--- config.mk ---
export PLATFORM = sky130hd
export DESIGN_NAME = floo_vc_input_buffer
export DESIGN_NICKNAME = d
export VERILOG_FILES = /design/src/rtl/floo_vc_input_buffer.sv
export SDC_FILE = /design/constraint.sdc
export NUM_CORES = 1
export LEC_CHECK = 0
export CORE_MARGIN = 2
export CORE_UTILIZATION = 45
export DETAILED_ROUTE_END_ITERATION = 10
export GPL_TIMING_DRIVEN = 0
export MAX_ROUTING_LAYER = met4
export PLACE_DENSITY = 0.76
export SLEW_MARGIN = 15
export SYNTH_ARGS = -nofsm -noshare
export SYNTH_HDL_FRONTEND = slang
export SYNTH_SLANG_ARGS = --single-unit
--- constraint.sdc ---
create_clock -name clk_i -period 2 [get_ports clk_i]
set_input_delay 0.2 -clock clk_i [delete_from_list [all_inputs] [get_ports clk_i]]
set_output_delay 0.2 -clock clk_i [all_outputs]
set_load 0.03 [all_outputs]
--- src/rtl/floo_vc_input_buffer.sv ---
// Per-virtual-channel input FIFO bank fed by one shared physical flit bus.
// Each VC owns an independent FIFO, so a stalled VC never blocks the others.
module floo_vc_input_buffer #(
    parameter int unsigned NumVirtChannels = 2,
    parameter int unsigned Depth           = 2,
    parameter type         flit_t          = logic,
    parameter int unsigned CntWidth        = $clog2(Depth + 1)
) (
    input  logic                                     clk_i,
    input  logic                                     rst_ni,
    input  logic  [NumVirtChannels-1:0]              valid_i,
    output logic  [NumVirtChannels-1:0]              ready_o,
    input  flit_t                                    data_i,
    output logic  [NumVirtChannels-1:0]              valid_o,
    input  logic  [NumVirtChannels-1:0]              ready_i,
    output flit_t [NumVirtChannels-1:0]              data_o,
    output logic  [NumVirtChannels-1:0][CntWidth-1:0] usage_o,
    output logic                                     error_o
);

    localparam int unsigned         PtrWidth = (Depth > 1) ? $clog2(Depth) : 1;
    localparam logic [PtrWidth-1:0] LastPtr  = PtrWidth'(Depth - 1);
    localparam logic [CntWidth-1:0] FullCnt  = CntWidth'(Depth);

    // Handshake: a transfer happens on a rising edge where valid and ready are
    // both high; valid never waits on ready, and ready here depends only on
    // registered fill state, never on valid_i or ready_i.
    logic [NumVirtChannels-1:0] w_push;
    logic [NumVirtChannels-1:0] w_pop;
    logic                       w_found;
    logic                       w_multi;
    logic                       r_error;

    // Only the lowest-index VC that can accept is written when valid_i is multi-hot.
    always_comb begin
        w_push  = '0;
        w_found = 1'b0;
        for (int v = 0; v < NumVirtChannels; v++) begin
            if (!w_found && valid_i[v] && ready_o[v]) begin
                w_push[v] = 1'b1;
                w_found   = 1'b1;
            end
        end
    end

    assign w_pop   = valid_o & ready_i;
    assign w_multi = (valid_i & (valid_i - 1'b1)) != '0;

    for (genvar v = 0; v < NumVirtChannels; v++) begin : g_vc
        logic [PtrWidth-1:0] r_wptr;
        logic [PtrWidth-1:0] r_rptr;
        logic [CntWidth-1:0] r_usage;
        flit_t               r_mem [Depth];

        always_ff @(posedge clk_i or negedge rst_ni) begin
            if (!rst_ni) begin
                r_wptr  <= '0;
                r_rptr  <= '0;
                r_usage <= '0;
            end else begin
                if (w_push[v]) begin
                    r_wptr <= (r_wptr == LastPtr) ? '0 : r_wptr + 1'b1;
                end
                if (w_pop[v]) begin
                    r_rptr <= (r_rptr == LastPtr) ? '0 : r_rptr + 1'b1;
                end
                r_usage <= r_usage + CntWidth'(w_push[v]) - CntWidth'(w_pop[v]);
            end
        end

        // Storage needs no reset: the flushed pointers and count hide stale entries.
        always_ff @(posedge clk_i) begin
            if (w_push[v]) begin
                r_mem[r_wptr] <= data_i;
            end
        end

        assign ready_o[v] = (r_usage != FullCnt);
        assign valid_o[v] = (r_usage != '0);
        assign data_o[v]  = r_mem[r_rptr];
        assign usage_o[v] = r_usage;
    end

    always_ff @(posedge clk_i or negedge rst_ni) begin
        if (!rst_ni) begin
            r_error <= 1'b0;
        end else if (w_multi) begin
            r_error <= 1'b1;
        end
    end

    assign error_o = r_error;

    always_ff @(posedge clk_i) begin
        if (rst_ni) begin
            assert (!w_multi)
            else $warning("floo_vc_input_buffer: multi-hot valid_i, extra flits dropped");
        end
    end

endmodule

==> impl_metrics.toml, run 1 <==
[outcome]
outcome = "complete, no violations"

[pwr]
p_per_area_nw_per_um2 = 1730
power.total_mw = 1.480
peakVddDrop_v = 0.0008642
p_leak_nw = 0.3558

[critical_path]
cp_top_family = "buffers and inverters"
critPathKind = "flop to output port"
r2r_setup_slack_ns = 0.23
crit_path_top_delay_cell = "clkdlybuf4s50_1"
start_kind = "flop"
r2r_start = "g_vc[1].r_usage[1]"
ff2ff_path_depth = 5
critPathMaxStageDelay_ns = 0.65
crit_path_cell_trace = "and2b_4 > inv_1 > clkdlybuf4s50_1"
critPathArrivalTime_ns = 1.60
crit_fanout = 4
critPathBufInv = 2
cp.required_ns = 1.80
crit_path_end_kind = "output port"
r2r_end = "g_vc[1].r_usage[1]"

[floorplan]
boundaryPins = 18
die_w_um = 41.66
die-area_um2 = 1735
row_count = 13
core-area_um2 = 1318
die_y_um = 41.66
start_util_pct = 48.43

[sta]
rsz0062_at_grt = "false"
slew_viol_final = 0
fmax_mhz = 554.4
maxSlewHeadroom_pct = 70.83
worst_pin_slew_ns = 0.4362
finalHoldViolCount = 0
tns_ns = 0
fin_crit_sh_pct = 90.19
post-route-min-period_ns = 1.804
setup_slack_ns = 0.1961
fin_skew_ns = 0.002699
finalSetupViolCount = 0

[global_route]
grt_overflow = 0
antenna_found_initial = 0
grt_pass1_wl_mm = 1.780
grt_pass1_vias = 405
track_usage_pct = 14.50
grt_max_degree = 10

[clock_tree]
cts-root-buf = "clkbuf_4"
cts_buffers = 3
cts_setup_buffers = 0
cts_buffer_depth = 2
clock_latency_ns = 0.27
cts_resized = 0
path_clk_slew_ns = 0.08
cts_tree = "done"
cts_htree_levels = 1
cts_hold_buf = 0
clock_sinks = 13

[logic_synthesis]
yosysWarnings = 0
synth_top_area_share_pct = 35.29
synth_fp_nets = 57
synth_cell_types = 19
synth_area_leaders = "dfrtp_1 (35%), edfxtp_1 (19%), xnor2_1 (8.2%), ha_1 (5.9%), a2111oi_4 (4.3%)"
avgSynthCellArea_um2 = 13.58
ys_seq_area_share_pct = 54.12
ys_ff_latch = 13
synth.largest_area_cell = "dfrtp_1"
netlist_area_um2 = 638.1
syn-instance-count = 47

[routing]
firstDrtPassIters = 3
dr_total_vias = 376
initialDrtViolationCount = 2
vias_per_cell = 4.530
wl_per_cell_um = 12.34
wirelength_mm = 1.024
drt_drc_violations_left = 0
ant_nets = 0

[place]
globalplace.congestion = 0.6844
io_buffers = 17
dp_hpwl_um = 830.6
preCtsSetupSlack_ns = 0.2327

[finish]
mostFrequentLayoutCells = "clkdlybuf4s50_1 (17), dfrtp_1 (9), inv_1 (6), xnor2_1 (6), edfxtp_1 (4)"
antenna_cells = 0
nets = 79
final_util_pct = 64.96
drive_gt1_share_pct = 17.65
area_growth_pct = 34.12
final_common_cell = "clkdlybuf4s50_1"

[job]
max_cap_viol_count = 0

[worst_hold_path]
hold_path.class = "primary input to asynchronous set/reset pin"
[metal layers]
metal / share of wire (%) / routed length, µm / global-route usage, %
met1: 47 / 484 / 16.81
met2: 46 / 471 / 20.94
met3: 5.4 / 55 / 7.826
met4: 1.2 / 12 / 5.806
met5: 0 / 0 / -
[kinds of logic (layout without fill, tap and decap cells)]
| kind of cell | count (synthesis) | in the layout | share of synthesized area, % |
|---|---|---|---|
| mux | 2 | 2 | 3.529 |
| xor+xnor | 9 | 9 | 12.35 |
| simple gates | 11 | 11 | 11.96 |
| flops | 13 | 13 | 54.12 |
| fa+ha+maj | 3 | 3 | 5.883 |
| compound gates | 3 | 3 | 8.629 |
| buf+inv | 6 | 27 | 3.529 |
[registers in the layout, summed over array words and instances (netlist names)]
| signal | cells |
|---|---|
| g_vc.r_wptr | 2 |
| error_o | 1 |
| g_vc.r_mem | 4 |
| g_vc.r_rptr | 2 |
| g_vc.r_usage | 4 |
[worst max-delay path by stage]
stage               cells after the start  slack, ns                 end               start
floorplan                               5       0.04  g_vc[1].r_usage[1]  g_vc[1].r_usage[1]
global placement                        5       0.24  g_vc[1].r_usage[1]  g_vc[1].r_usage[1]
detailed placement                      7       0.23  g_vc[0].r_usage[1]  g_vc[0].r_usage[1]
CTS                                     3       0.18          ready_o[1]  g_vc[1].r_usage[1]
global route                            3       0.14          ready_o[1]  g_vc[1].r_usage[1]
finish                                  3       0.20          ready_o[1]  g_vc[1].r_usage[1]
[Yosys cell counts]
| cell | count |
|---|---|
| a2111oi_4 | 1 |
| a211oi_4 | 1 |
| a21o_1 | 1 |
| and2_1 | 3 |
| and2b_4 | 1 |
| and3_2 | 1 |
| dfrtp_1 | 9 |
| edfxtp_1 | 4 |
| ha_1 | 3 |
| inv_1 | 6 |
| mux2_2 | 2 |
| nand2_1 | 1 |
| nand2b_4 | 1 |
| nor2_1 | 1 |
| nor2b_1 | 1 |
| or2_1 | 1 |
| or2_2 | 1 |
| xnor2_1 | 6 |
| xor2_1 | 3 |
[final cells by class]
| type | count | area, µm² |
|---|---|---|
| well taps | 15 | 18.77 |
| fillers | 121 | 461.7 |
| inverters | 6 | 22.52 |
| repair buffers | 17 | 170.2 |
| clock buffers | 4 | 26.28 |
| multi-input cells | 28 | 272.8 |
| flip-flops and latches | 13 | 345.3 |
[stage by stage]
stage | area, µm² | hold WS (ns) | std cells
2_1_floorplan | 640.6 | -0.09559 | 47
3_3_place_gp | 829.5 | 0.4488 | 79
3_5_place_dp | 829.5 | 0.4745 | 79
4_1_cts | 855.8 | 0.2311 | 83
5_1_grt | 855.8 | 0.2541 | 83
6_report | 855.8 | 0.2299 | 83
[where the power goes]
part	internal [mW]	switching, mW	total [mW]
logic	0.414	0.435	0.849
clock network	0.0773	0.0815	0.159
registers	0.386	0.0869	0.472
Power figures use the tool's default switching activity.
==> run 2: changes to the inputs <==
Settings changed: GPL_TIMING_DRIVEN 0 to not set.
==> impl_metrics.toml, run 2 (same netlist as run 1, synthesis figures left out) <==
[global_route]
grt_pass1_wl_mm = 1.904
antenna_found_initial = 0
grt_max_degree = 10
track_usage_pct = 15.31
grt_overflow = 0
grt_pass1_vias = 408

[sta]
rsz0062_at_grt = "false"
setup_slack_ns = 0.1834
finalHoldViolCount = 0
post-route-min-period_ns = 1.817
finalSetupViolCount = 0
fmax_mhz = 550.5
worst_pin_slew_ns = 0.4263
maxSlewHeadroom_pct = 71.49
slew_viol_final = 0
tns_ns = 0
fin_skew_ns = 0.001445
fin_crit_sh_pct = 90.83

[place]
preCtsSetupSlack_ns = 0.1864
dp_hpwl_um = 877.8
io_buffers = 17
globalplace.congestion = 0.7679
placed_area_um2 = 829.5

[pwr]
p_per_area_nw_per_um2 = 1751
power_switching_share_pct = 41.37
power_frac_seq_pct = 31.6
p_comb_share_pct = 58.0
p_leak_nw = 0.3558
p_int_mw = 0.8786
peakVddDrop_v = 0.0009234
switchingPower_mw = 0.6200
clockPowerShare_pct = 10.4

[floorplan]
die_w_um = 41.66
die_y_um = 41.66
boundaryPins = 18
die-area_um2 = 1735
core-area_um2 = 1318
start_util_pct = 48.43
row_count = 13

[clock_tree]
cts_setup_buffers = 0
cts-root-buf = "clkbuf_4"
cts_resized = 0
cts_tree = "done"
clock_latency_ns = 0.26
cts_hold_buf = 0
path_clk_slew_ns = 0.08
clock_sinks = 13
cts_htree_levels = 1
cts_buffer_depth = 2
cts_buffers = 3

[critical_path]
critPathArrivalTime_ns = 2.01
start_kind = "flop"
critPathKind = "flop to flop"
crit_path_end_kind = "flop"
cp.required_ns = 2.19
crit_fanout = 4

[routing]
initialDrtViolationCount = 10
wl_per_cell_um = 13.08
ant_nets = 0
wirelength_mm = 1.086
drt_drc_violations_left = 0
firstDrtPassIters = 2
vias_per_cell = 4.735
dr_total_vias = 393

[finish]
mostFrequentLayoutCells = "clkdlybuf4s50_1 (17), dfrtp_1 (9), inv_1 (6), xnor2_1 (6), edfxtp_1 (4)"
fillers = 103
final_common_cell = "clkdlybuf4s50_1"
top_regs = "g_vc.r_mem x4, g_vc.r_usage x4"
nets = 79
final_cell_area_um2 = 855.8
antenna_cells = 0
area_growth_pct = 34.12
drive_gt1_share_pct = 17.65

[worst_hold_path]
hold_path.class = "primary input to asynchronous set/reset pin"

[outcome]
outcome = "complete, no violations"

[job]
max_cap_viol_count = 0
run 2: cell counts in the layout (fill, tap and decap cells not counted):
No cell type changed its count.
run 2: worst max-delay path: stages, from the launching register on:
cell and delay, ns:
dfrtp_1 0.42, or2_2 0.31, and2_1 0.19, ha_1 0.34, a2111oi_4 0.32, xnor2_1 0.16
run 2: worst paths after layout:
| kind | cells after the start | end | start | slack [ns] |
|---|---|---|---|---|
| max | 5 | g_vc[1].r_usage[1] | g_vc[1].r_usage[1] | 0.18 |
| min | 1 | g_vc[1].r_usage[1] | rst_ni | 0.23 |
| max reg2reg | 5 | g_vc[1].r_usage[1] | g_vc[1].r_usage[1] | 0.18 |
| min reg2reg | 1 | error_o | error_o | 0.47 |
| max in group asynchronous | 1 | g_vc[0].r_wptr | rst_ni | 1.47 |
| min in group clk_i | 1 | error_o | error_o | 0.47 |
run 2: power by group through the flow:
stage	sequential (mW)	clock [mW]	combinational (mW)
floorplan	0.547	0	0.519
global placement	0.472	0	0.856
detailed placement	0.480	0	0.876
CTS	0.475	0.161	0.880
global route	0.487	0.168	0.938
finish	0.474	0.156	0.869
run 2: cell type report:
type,count,area [µm²],area share (%)
sequential,13,345.3,40.35
multi-input combinational,28,272.8,31.87
timing repair buffer,17,170.2,19.88
clock buffer,4,26.28,3.070
inverter,6,22.52,2.632
tap,15,18.77,2.193
run 2: layer usage:
layer / up-vias / track usage (%) / part of all wire, %
met5: - / - / 0
met1: 189 / 18.70 / 42
met4: 0 / 7.742 / 1.0
met3: 2 / 3.043 / 3.1
met2: 7 / 24.06 / 54
li1: 195 / - / -
run 2: metrics by stage:
stage	cells	hold slack, ns	util [%]	power, mW
2_1_floorplan	47	-0.09559	-	1.066
3_3_place_gp	79	0.4423	62.96	1.328
3_5_place_dp	79	0.4597	62.96	1.356
4_1_cts	83	0.2437	64.96	1.516
5_1_grt	83	0.2758	64.96	1.594
6_report	83	0.2331	64.96	1.499
